[config.mk]
export PLATFORM = sky130hd
export DESIGN_NAME = wb_master_ctrl
export DESIGN_NICKNAME = d
export VERILOG_FILES = /design/src/rtl/wb_master_ctrl.sv
export SDC_FILE = /design/constraint.sdc
export NUM_CORES = 1
export LEC_CHECK = 0
export BUFFER_PORTS_ARGS = -buffer_cell sky130_fd_sc_hd__buf_2
export CAP_MARGIN = 15
export CORE_MARGIN = 5
export CORE_UTILIZATION = 30
export CTS_CLUSTER_DIAMETER = 100
export DETAILED_ROUTE_END_ITERATION = 8
export GPL_ROUTABILITY_DRIVEN = 1
export MAX_ROUTING_LAYER = met4
export PLACE_DENSITY = 0.58
export SLEW_MARGIN = 30
export SYNTH_ARGS = -nofsm -noshare
export SYNTH_HDL_FRONTEND = slang
export SYNTH_SLANG_ARGS = --single-unit
[constraint.sdc]
create_clock -name clk_i -period 1.7 [get_ports clk_i]
set_input_delay 0.085 -clock clk_i [delete_from_list [all_inputs] [get_ports clk_i]]
set_output_delay 0.085 -clock clk_i [all_outputs]
set_load 0.1 [all_outputs]
[src/rtl/wb_master_ctrl.sv]
// Wishbone classic initiator: one read, write or read-modify-write per command, one response pulse each.
// Define WB_MASTER_TIMEOUT_EN to add a strobe watchdog that aborts a silent bus cycle with an error.
module wb_master_ctrl #(
  parameter int ADDR_WIDTH     = 16,
  parameter int DATA_WIDTH     = 32,
  parameter int GRANULE        = 8,
  parameter int SEL_WIDTH      = DATA_WIDTH / GRANULE,
  parameter int TIMEOUT_CYCLES = 16
) (
  input  logic                  clk_i,
  input  logic                  rst_i,
  input  logic                  cmd_valid_i,
  output logic                  cmd_ready_o,
  input  logic [1:0]            cmd_op_i,
  input  logic [ADDR_WIDTH-1:0] cmd_adr_i,
  input  logic [SEL_WIDTH-1:0]  cmd_sel_i,
  input  logic [DATA_WIDTH-1:0] cmd_dat_i,
  input  logic [DATA_WIDTH-1:0] cmd_mask_i,
  output logic                  rsp_valid_o,
  output logic                  rsp_err_o,
  output logic [DATA_WIDTH-1:0] rsp_dat_o,
  output logic [ADDR_WIDTH-1:0] adr_o,
  output logic [DATA_WIDTH-1:0] dat_o,
  input  logic [DATA_WIDTH-1:0] dat_i,
  output logic [SEL_WIDTH-1:0]  sel_o,
  output logic                  we_o,
  output logic                  cyc_o,
  output logic                  stb_o,
  input  logic                  ack_i,
  input  logic                  err_i
);

  localparam logic [2:0] S_IDLE    = 3'd0;
  localparam logic [2:0] S_RD      = 3'd1;
  localparam logic [2:0] S_WR      = 3'd2;
  localparam logic [2:0] S_RMW_RD  = 3'd3;
  localparam logic [2:0] S_RMW_GAP = 3'd4;
  localparam logic [2:0] S_RMW_WR  = 3'd5;
  localparam logic [2:0] S_RESP    = 3'd6;

  localparam logic [1:0] OP_RD  = 2'd0;
  localparam logic [1:0] OP_WR  = 2'd1;
  localparam logic [1:0] OP_RMW = 2'd2;

  logic [2:0]            state_q, state_d;
  logic                  ready_q, ready_d;
  logic                  cyc_q, cyc_d;
  logic                  stb_q, stb_d;
  logic                  we_q, we_d;
  logic [ADDR_WIDTH-1:0] adr_q, adr_d;
  logic [DATA_WIDTH-1:0] dat_q, dat_d;
  logic [SEL_WIDTH-1:0]  sel_q, sel_d;
  logic                  rsp_valid_q, rsp_valid_d;
  logic                  rsp_err_q, rsp_err_d;
  logic [DATA_WIDTH-1:0] rsp_dat_q, rsp_dat_d;
  logic [DATA_WIDTH-1:0] rd_q, rd_d;
  logic [DATA_WIDTH-1:0] wdat_q, wdat_d;
  logic [DATA_WIDTH-1:0] mask_q, mask_d;

  // Slave responses only count while a strobe is outstanding.
  logic bus_done, bus_err, tmo_hit;
  assign bus_done = stb_q & (ack_i | err_i);
  assign bus_err  = stb_q & err_i;

`ifdef WB_MASTER_TIMEOUT_EN
  localparam int TW = $clog2(TIMEOUT_CYCLES + 1);
  logic [TW-1:0] tmo_q;

  assign tmo_hit = stb_q & ~ack_i & ~err_i & (tmo_q == TW'(TIMEOUT_CYCLES - 1));

  always_ff @(posedge clk_i) begin
    if (rst_i || !stb_q || bus_done || tmo_hit) tmo_q <= '0;
    else                                        tmo_q <= tmo_q + 1'b1;
  end
`else
  assign tmo_hit = 1'b0;
`endif

  function automatic logic [DATA_WIDTH-1:0] lane_mask(input logic [SEL_WIDTH-1:0] sel);
    logic [DATA_WIDTH-1:0] m;
    m = '0;
    for (int i = 0; i < SEL_WIDTH; i++) m[i*GRANULE +: GRANULE] = {GRANULE{sel[i]}};
    return m;
  endfunction

  always_comb begin
    state_d     = state_q;
    cyc_d       = cyc_q;
    stb_d       = stb_q;
    we_d        = we_q;
    adr_d       = adr_q;
    dat_d       = dat_q;
    sel_d       = sel_q;
    rsp_valid_d = 1'b0;
    rsp_err_d   = rsp_err_q;
    rsp_dat_d   = rsp_dat_q;
    rd_d        = rd_q;
    wdat_d      = wdat_q;
    mask_d      = mask_q;

    case (state_q)
      S_IDLE: begin
        if (cmd_valid_i && ready_q) begin
          adr_d  = cmd_adr_i;
          sel_d  = cmd_sel_i;
          wdat_d = cmd_dat_i;
          mask_d = cmd_mask_i;
          we_d   = (cmd_op_i == OP_WR);
          dat_d  = (cmd_op_i == OP_WR) ? cmd_dat_i : '0;
          case (cmd_op_i)
            OP_RD:  begin state_d = S_RD;     cyc_d = 1'b1; stb_d = 1'b1; end
            OP_WR:  begin state_d = S_WR;     cyc_d = 1'b1; stb_d = 1'b1; end
            OP_RMW: begin state_d = S_RMW_RD; cyc_d = 1'b1; stb_d = 1'b1; end
            default: begin
              state_d     = S_RESP;
              rsp_valid_d = 1'b1;
              rsp_err_d   = 1'b1;
              rsp_dat_d   = '0;
            end
          endcase
        end
      end

      S_RD, S_WR: begin
        if (bus_done) begin
          state_d     = S_RESP;
          {cyc_d, stb_d, we_d} = 3'b000;
          rsp_valid_d = 1'b1;
          rsp_err_d   = err_i;
          rsp_dat_d   = (state_q == S_RD && !err_i) ? (dat_i & lane_mask(sel_q)) : '0;
        end else if (tmo_hit) begin
          state_d     = S_RESP;
          {cyc_d, stb_d, we_d} = 3'b000;
          rsp_valid_d = 1'b1;
          rsp_err_d   = 1'b1;
          rsp_dat_d   = '0;
        end
      end

      S_RMW_RD: begin
        if (bus_err || tmo_hit) begin
          state_d     = S_RESP;
          {cyc_d, stb_d, we_d} = 3'b000;
          rsp_valid_d = 1'b1;
          rsp_err_d   = 1'b1;
          rsp_dat_d   = '0;
        end else if (bus_done) begin
          state_d = S_RMW_GAP;
          stb_d   = 1'b0;
          rd_d    = dat_i;
        end
      end

      S_RMW_GAP: begin
        state_d = S_RMW_WR;
        stb_d   = 1'b1;
        we_d    = 1'b1;
        dat_d   = (rd_q & ~mask_q) | (wdat_q & mask_q);
      end

      S_RMW_WR: begin
        if (bus_done || tmo_hit) begin
          state_d     = S_RESP;
          {cyc_d, stb_d, we_d} = 3'b000;
          rsp_valid_d = 1'b1;
          rsp_err_d   = bus_done ? err_i : 1'b1;
          rsp_dat_d   = bus_done ? rd_q : '0;
        end
      end

      S_RESP:  state_d = S_IDLE;
      default: state_d = S_IDLE;
    endcase

    ready_d = (state_d == S_IDLE);
  end

  always_ff @(posedge clk_i) begin
    if (rst_i) begin
      state_q     <= S_IDLE;
      ready_q     <= 1'b1;
      cyc_q       <= 1'b0;
      stb_q       <= 1'b0;
      we_q        <= 1'b0;
      adr_q       <= '0;
      dat_q       <= '0;
      sel_q       <= '0;
      rsp_valid_q <= 1'b0;
      rsp_err_q   <= 1'b0;
      rsp_dat_q   <= '0;
      rd_q        <= '0;
      wdat_q      <= '0;
      mask_q      <= '0;
    end else begin
      state_q     <= state_d;
      ready_q     <= ready_d;
      cyc_q       <= cyc_d;
      stb_q       <= stb_d;
      we_q        <= we_d;
      adr_q       <= adr_d;
      dat_q       <= dat_d;
      sel_q       <= sel_d;
      rsp_valid_q <= rsp_valid_d;
      rsp_err_q   <= rsp_err_d;
      rsp_dat_q   <= rsp_dat_d;
      rd_q        <= rd_d;
      wdat_q      <= wdat_d;
      mask_q      <= mask_d;
    end
  end

  assign cmd_ready_o = ready_q;
  assign cyc_o       = cyc_q;
  assign stb_o       = stb_q;
  assign we_o        = we_q;
  assign adr_o       = adr_q;
  assign dat_o       = dat_q;
  assign sel_o       = sel_q;
  assign rsp_valid_o = rsp_valid_q;
  assign rsp_err_o   = rsp_err_q;
  assign rsp_dat_o   = rsp_dat_q;

endmodule

==> run metrics, run 1 <==
CTS tree built; clock-pin transition on the worst setup and hold timing paths 0.08 ns; CTS H-tree depth 4; met1 usage in global routing 0.2484; via count 8171; first-pass GRT wire length 43230 µm; DRT Pass-1 Iters 5; met3 Resource Use GR 0.03458; Power Total 18.48 mW; Worst Setup Slack, final -0.06063 ns; Top Ports 213; Seq cells post-synth 189; post-DP HPWL approximately 18000 µm; DR iter-0 viols 462; Total Routing Usage GR 0.1824; IR drop worst, VDD 0.7598 mV; Leakage 5.047 nW; WS Path Type flip-flop to flip-flop; largest net degree at the start of global routing 53; Power Dens Cells 1481 mW/mm²; CP endpoint kind flip-flop; gpl congestion 0.8978; Chip Width 174.3 µm; Post-DP Area 0.009852 mm²; GRT overflow 0; Area Overhead vs Synth 54.00%; busiest grt layer met2; clock latency on the worst-skew pair 0.43 ns; Clock Tree Root clkbuf_16; CP max FO 6; share of cells above drive strength 1 0.3265; clock tree buffer depth 2; syn nets 1096; Final Core Density 0.4656; WL/cell between 15 and 20 µm; Port Buffers 212; Seq/Total Area, Yosys 0.4670; number of remaining DRC errors 0; vias in the first global route roughly 7800; slew margin rel. 0.6521; max-slew violation count 0; synthesis warning total 0; RSZ-0062 raised after global routing true; mapped cell area 0.008103 mm²; Tightest Pin Transition 0.5211 ns; library cells used by synthesis 41; cell taking the most area after synthesis dfxtp_1; initial antenna violation count 4; share of the synthesized area in the top cell type 0.4670; Max Freq between 500 and 600 MHz; Max Cap Viol 0; Required @ worst endpoint 2.02 ns; count of final hold-check violations 0; violated checks negative setup slack; pre-CTS WS -0.08421 ns; Startpoint Class flip-flop; clock skew 0.01068 ns; Avg Inst Size Synth 8.328 µm²; endpoints failing setup 47; met2 usage 0.2679; synth top area cells dfxtp_1, nand2_1, a21oi_1; total negative setup slack -1.652 ns; CTS Sinks between 150 and 200; fin crit share 1.036; DRT antenna net count 0; Syn Inst Count 973; Core Region 0.02680 mm²; Non-Filler Instances 1671; Row Count 60; Hold WC Path Type input port to flip-flop; Nets 1436; Avg Vias per Cell 4.890; Die Area 0.03040 mm²; Finished Cell Area 0.01248 mm²; fill count 2577; WL final approximately 29000 µm; Hold Slack 0.05367 ns; Initial Util 0.3023; CTS Buf Count 17; WP data arrival 2.09 ns; status finished with violations; Cells after DPL roughly 1500; Die Span Y 174.3 µm; Tmin final 1.761 ns
==> what timing repair did <==
item,in CTS,in global routing
endpoints found under the setup margin,93,166
setup buffers,5,8
pin swaps,14,38
gates cloned,4,5
endpoints found under the hold margin,149,0
hold buffers,117,0
resized for setup,13,96
==> final cells by class <==
class,count,area [µm²],share of cell area
clock inverters,14,181.4,0.01454
diodes,4,10.01,0.0008022
multi-input cells,695,4310,0.3454
repair buffers,406,3298,0.2643
inverters,4,15.01,0.001203
clock buffers,18,439.2,0.03520
well taps,341,426.7,0.03419
flip-flops and latches,189,3797,0.3043
==> where the power goes <==
part | internal (mW) | switching [mW]
clock | 2.39 | 1.90
sequential | 5.14 | 0.488
combinational | 3.06 | 5.50
total | 10.6 | 7.89
==> critical path, stage by stage (launching register included) <==
cell       delay (ns)
dfxtp_4          0.37
nand2_4          0.05
or3_4            0.36
a32o_2           0.27
buf_12           0.15
clkbuf_16        0.16
mux2_4           0.29
==> synth_stat cells <==
cell type	number
buf_2	15
dfxtp_1	189
buf_6	5
mux2_4	29
a221o_1	1
o211ai_1	1
or3_1	4
o21ai_1	1
a311o_1	1
nand2b_1	2
a32o_1	1
and2_1	3
nand2_1	269
nor2_4	1
a221oi_1	1
clkbuf_1	59
a311oi_1	33
o32a_1	1
and3b_1	1
nand3_1	33
and3_1	1
o32ai_1	1
buf_1	2
nor2b_1	68
a31oi_1	1
o21ai_0	3
buf_4	4
a211oi_1	33
o31ai_1	2
mux2_1	2
a32oi_1	32
nand2_2	1
nor3_1	5
inv_1	4
or3_4	1
or2_2	1
a21oi_1	123
mux2_2	3
nor2_1	34
or3b_2	1
nor4b_2	1
==> final timing paths <==
check                               start                    endpoint  slack [ns]  depth (start not counted)
setup / recovery   cmd_ready_o$_SDFF_PP1_  rsp_dat_o[21]$_SDFFE_PP0P_       -0.06                          6
hold / removal                cmd_op_i[0]       state_q[0]$_SDFF_PP0_        0.05                          3
setup reg to reg   cmd_ready_o$_SDFF_PP1_  rsp_dat_o[21]$_SDFFE_PP0P_       -0.06                          6
hold reg to reg   wdat_q[17]$_SDFFE_PP0P_     wdat_q[17]$_SDFFE_PP0P_        0.45                          2
==> layout by cell type, fill, tap and decap left out, types with 5 or more instances in the layout <==
cell / Yosys / routed
nand2_4: 0 / 5
buf_6: 5 / 10
buf_4: 4 / 37
a211oi_2: 0 / 8
a21oi_2: 0 / 17
a311oi_2: 0 / 13
buf_8: 0 / 5
nor2b_1: 68 / 67
mux2_4: 29 / 31
nand2_1: 269 / 262
buf_2: 15 / 207
dfxtp_1: 189 / 184
clkbuf_16: 0 / 21
nor2_1: 34 / 33
dlygate4sd3_1: 0 / 117
nand3_2: 0 / 6
buf_12: 0 / 18
a311oi_1: 33 / 20
a32oi_1: 32 / 32
a21oi_1: 123 / 106
nand3_1: 33 / 23
a211oi_1: 33 / 25
==> state kept, by name, indices dropped and copies added (netlist names), 3 cells and up <==
register	cells
mask_q	32
state_q	3
rsp_dat_o	32
sel_o	4
wdat_q	32
dat_o	32
adr_o	16
rd_q	32
==> logic make-up (layout without fill, tap and decap cells) <==
kind of cell	Yosys count	in the layout	synth area share
AO/OA/AOI/OAI	235	235	0.1899
buffers and inverters	89	442	0.05003
flip-flops	189	189	0.4670
multiplexers	34	34	0.06069
other	0	4	0
AND/OR/NAND/NOR	426	426	0.2324
==> metal layers <==
layer | part of all wire | wire, µm
met1 | 0.47 | 13610
met2 | 0.45 | 13110
met3 | 0.047 | 1367
met4 | 0.028 | 822
met5 | 0 | 0
Power figures use the tool's default switching activity.
==> run 2: changes to the inputs <==
--- a/config.mk
+++ b/config.mk
@@ -5,6 +5,7 @@
 export SDC_FILE = /design/constraint.sdc
 export NUM_CORES = 1
 export LEC_CHECK = 0
+export ABC_AREA = 1
 export BUFFER_PORTS_ARGS = -buffer_cell sky130_fd_sc_hd__buf_2
 export CAP_MARGIN = 15
 export CORE_MARGIN = 5
==> run 2 against run 1 <==
The flow now finishes without violations. Wire length is 4.4% lower. Combinational power decreased by 3.2%. Sequential share of layout area rose by 2.5 points. Critical path type unchanged.
==> run metrics, run 2 <==
CTS H-tree depth 4 (unchanged); Die Area 0.03088 mm² (+1.6%); Power Dens Cells 1628 mW/mm² (+9.9%); Non-Filler Instances 1851 (+11%); post-DP HPWL 18350 µm (-0.37%); Seq/Total Area, Yosys 0.4592 (-0.007799); Commonest cells post-synth nor2_1, o21ai_0, dfxtp_1; gpl congestion 0.9209 (+2.6%); number of flops mapped to enable cells by yosys 0 (unchanged); Psw 8.895 mW (+13%); Initial Util 0.3049 (+0.002573); Seq cells post-synth 189 (unchanged); largest net degree at the start of global routing 83 (+57%); Top Ports 213 (unchanged); share of the synthesized area in the top cell type 0.4592 (-0.007799); count of final hold-check violations 0 (unchanged); WS Path Type flip-flop to flip-flop; Hold Slack 0.03641 ns (-0.01726 ns); endpoints failing setup 0 (-100%); via count 8445 (+3.4%); CTS Buf Count 17 (unchanged); CTS Sinks 189 (unchanged); Hold WC Path Type input port to flip-flop; Int Power 9.862 mW (-6.9%); Avg Inst Size Synth 6.856 µm² (-18%); first-pass GRT wire length 44130 µm (+2.1%); IR drop worst, VDD 1.018 mV (+34%); WL final 27640 µm (-4.4%); WP data arrival 1.91 ns (-0.18 ns); Clock power frac 0.240 (+0.008); ys flop type dfxtp_1; Avg Vias per Cell 4.562 (-6.7%); cell taking the most area after synthesis dfxtp_1; initial antenna violation count 2 (-2); Port Buffers 212 (unchanged); Area Overhead vs Synth 39.84%; Max Freq 625.2 MHz (+10%); Required @ worst endpoint 2.01 ns (about the same); fin crit share 0.9409 (-0.09472); number of remaining DRC errors 0 (unchanged); DRT Pass-1 Iters 5 (unchanged); Chip Width 175.7 µm (+0.80%); mapped cell area 0.008240 mm² (+1.7%); asr flop ratio synth 0 (unchanged); Startpoint Class flip-flop; clock latency on the worst-skew pair 0.42 ns (about the same); Tmin final 1.600 ns (-0.1610 ns); DR iter-0 viols 498 (+7.8%); slew margin rel. 0.6483 (-0.003822); RSZ-0062 raised after global routing true; Leakage 5.142 nW (+1.9%); critical path's slowest cell dfxtp_1; Nets 1618 (+13%); clock skew 0.01000 ns (-0.0006782 ns); library cells used by synthesis 23 (-44%); max-slew violation count 0 (unchanged); Die Span Y 175.7 µm (+0.80%); Cells after DPL 1699 (+14%); Flop pwr share 0.318 (+0.013); CTS tree built; CP cell instances nor2_2, nand2_4, nor2_8, clkinv_2, buf_12, buf_12, o21ai_0, a21oi_1; Core Region 0.02703 mm² (+0.84%); status finished clean; GRT overflow 0 (unchanged); Syn Inst Count 1202 (+24%); share of cells above drive strength 1 0.1963 (-0.1303); vias in the first global route 8158 (+4.3%); syn nets 1325 (+21%); Slowest Stage Delay on Critical Path 0.32 ns (-0.05 ns); count leader, synth nor2_1; sw frac 0.4742 (+0.04741); most used cell along the critical path buf_12; synthesis warning total 0 (unchanged); synth top area cells dfxtp_1, nor2_1, o21ai_0; DRT antenna net count 0 (unchanged); Clock Tree Root clkbuf_16; CP max FO 82 (+76); clock tree buffer depth 2 (unchanged); commonest non-fill, non-tap cell in the layout nor2_1; Max Cap Viol 0 (unchanged); CP endpoint kind flip-flop; Final Core Density 0.4264 (-0.03920); Row Count 60 (unchanged); Total Routing Usage GR 0.1812 (-0.001174); WL/cell 14.93 µm (-14%); CP Buf/Inv Count 3 (+1); Combinational Power Share 0.442 (-0.021); clock-pin transition on the worst setup and hold timing paths 0.07 ns (about the same); Tightest Pin Transition 0.5312 ns (+0.01010 ns); commonest cells after routing, fill and taps aside nor2_1, buf_2, o21ai_0; Crit path max-delay family buffers and inverters
run 2: changes by cell type after synthesis, moves of 68 or more:
cell | previous run | this run
nor2_1 | 34 | 288
nand2_1 | 269 | 188
nor2b_1 | 68 | 0
o21ai_0 | 3 | 205
a21oi_1 | 123 | 35
inv_1 | 4 | 93
run 2: kinds of logic (layout without fill, tap and decap cells):
group / after synthesis / after routing / synth area share
and+or+nand+nor: 550 / 550 / 0.2697
DFF: 189 / 189 / 0.4592
buffers and inverters: 180 / 486 / 0.08943
other: 0 / 2 / 0
AOI/OAI and AO/OA: 283 / 283 / 0.1817
run 2: layout make-up:
class,instances,area (µm²)
diodes,2,5.005
well taps,341,426.7
inverters,100,384.1
clock buffers,19,452.9
multi-input cells,833,3727
repair buffers,354,2524
clock inverters,13,207.7
fillers,2794,15500
flip-flops and latches,189,3796
run 2: power groups by stage:
stage	registers, mW	clock network [mW]	logic (mW)
final	5.97	4.50	8.29
after floorplan	10.0	0	2.47
after global placement	6.05	0	7.98
after detailed placement	6.06	0	8.03
after CTS	5.97	4.61	8.27
after global routing	6.10	4.80	8.88
run 2: stage by stage:
step           setup TNS, ns  setup slack [ns]  cell area (µm²)  power, mW
2_1_floorplan              0            0.1392             8253      12.49
3_3_place_gp               0           0.08762             9643      14.02
3_5_place_dp               0           0.07409             9643      14.09
4_1_cts                    0           0.04082            11470      18.85
5_1_grt             -0.03170          -0.01152            11520      19.78
6_report                   0            0.1004            11520      18.76
run 2: final timing paths:
| check | from | to | slack (ns) | cells past startpoint |
|---|---|---|---|---|
| setup reg to reg | state_q[0]$_SDFF_PP0_ | mask_q[12]$_SDFFE_PP0P_ | 0.10 | 8 |
| hold reg to reg | mask_q[30]$_SDFFE_PP0P_ | mask_q[30]$_SDFFE_PP0P_ | 0.47 | 2 |
| setup / recovery | state_q[0]$_SDFF_PP0_ | mask_q[12]$_SDFFE_PP0P_ | 0.10 | 8 |
| hold / removal | cmd_op_i[0] | state_q[1]$_SDFF_PP0_ | 0.04 | 5 |
run 2: per-layer routing:
| metal | routed length [µm] | global-route usage | vias to the layer above | share of wire |
|---|---|---|---|---|
| li1 | - | - | 4415 | - |
| met1 | 13560 | 0.2519 | 3747 | 0.49 |
| met2 | 11890 | 0.2629 | 237 | 0.43 |
| met3 | 1591 | 0.04003 | 46 | 0.058 |
| met4 | 599 | 0.05621 | 0 | 0.022 |
| met5 | 0 | - | - | 0 |
run 2: worst register-to-register path, stage by stage (launching register included):
cell and delay [ns]:
dfxtp_1 0.32, nor2_2 0.18, nand2_4 0.10, nor2_8 0.10
clkinv_2 0.10, buf_12 0.20, buf_12 0.22, o21ai_0 0.21
a21oi_1 0.06
run 2: repair_timing:
action	in CTS	in global routing
hold endpoints to repair	120	0
setup buffers	0	0
hold buffers	117	0
gates resized for setup	0	8
endpoints found under the setup margin	0	46
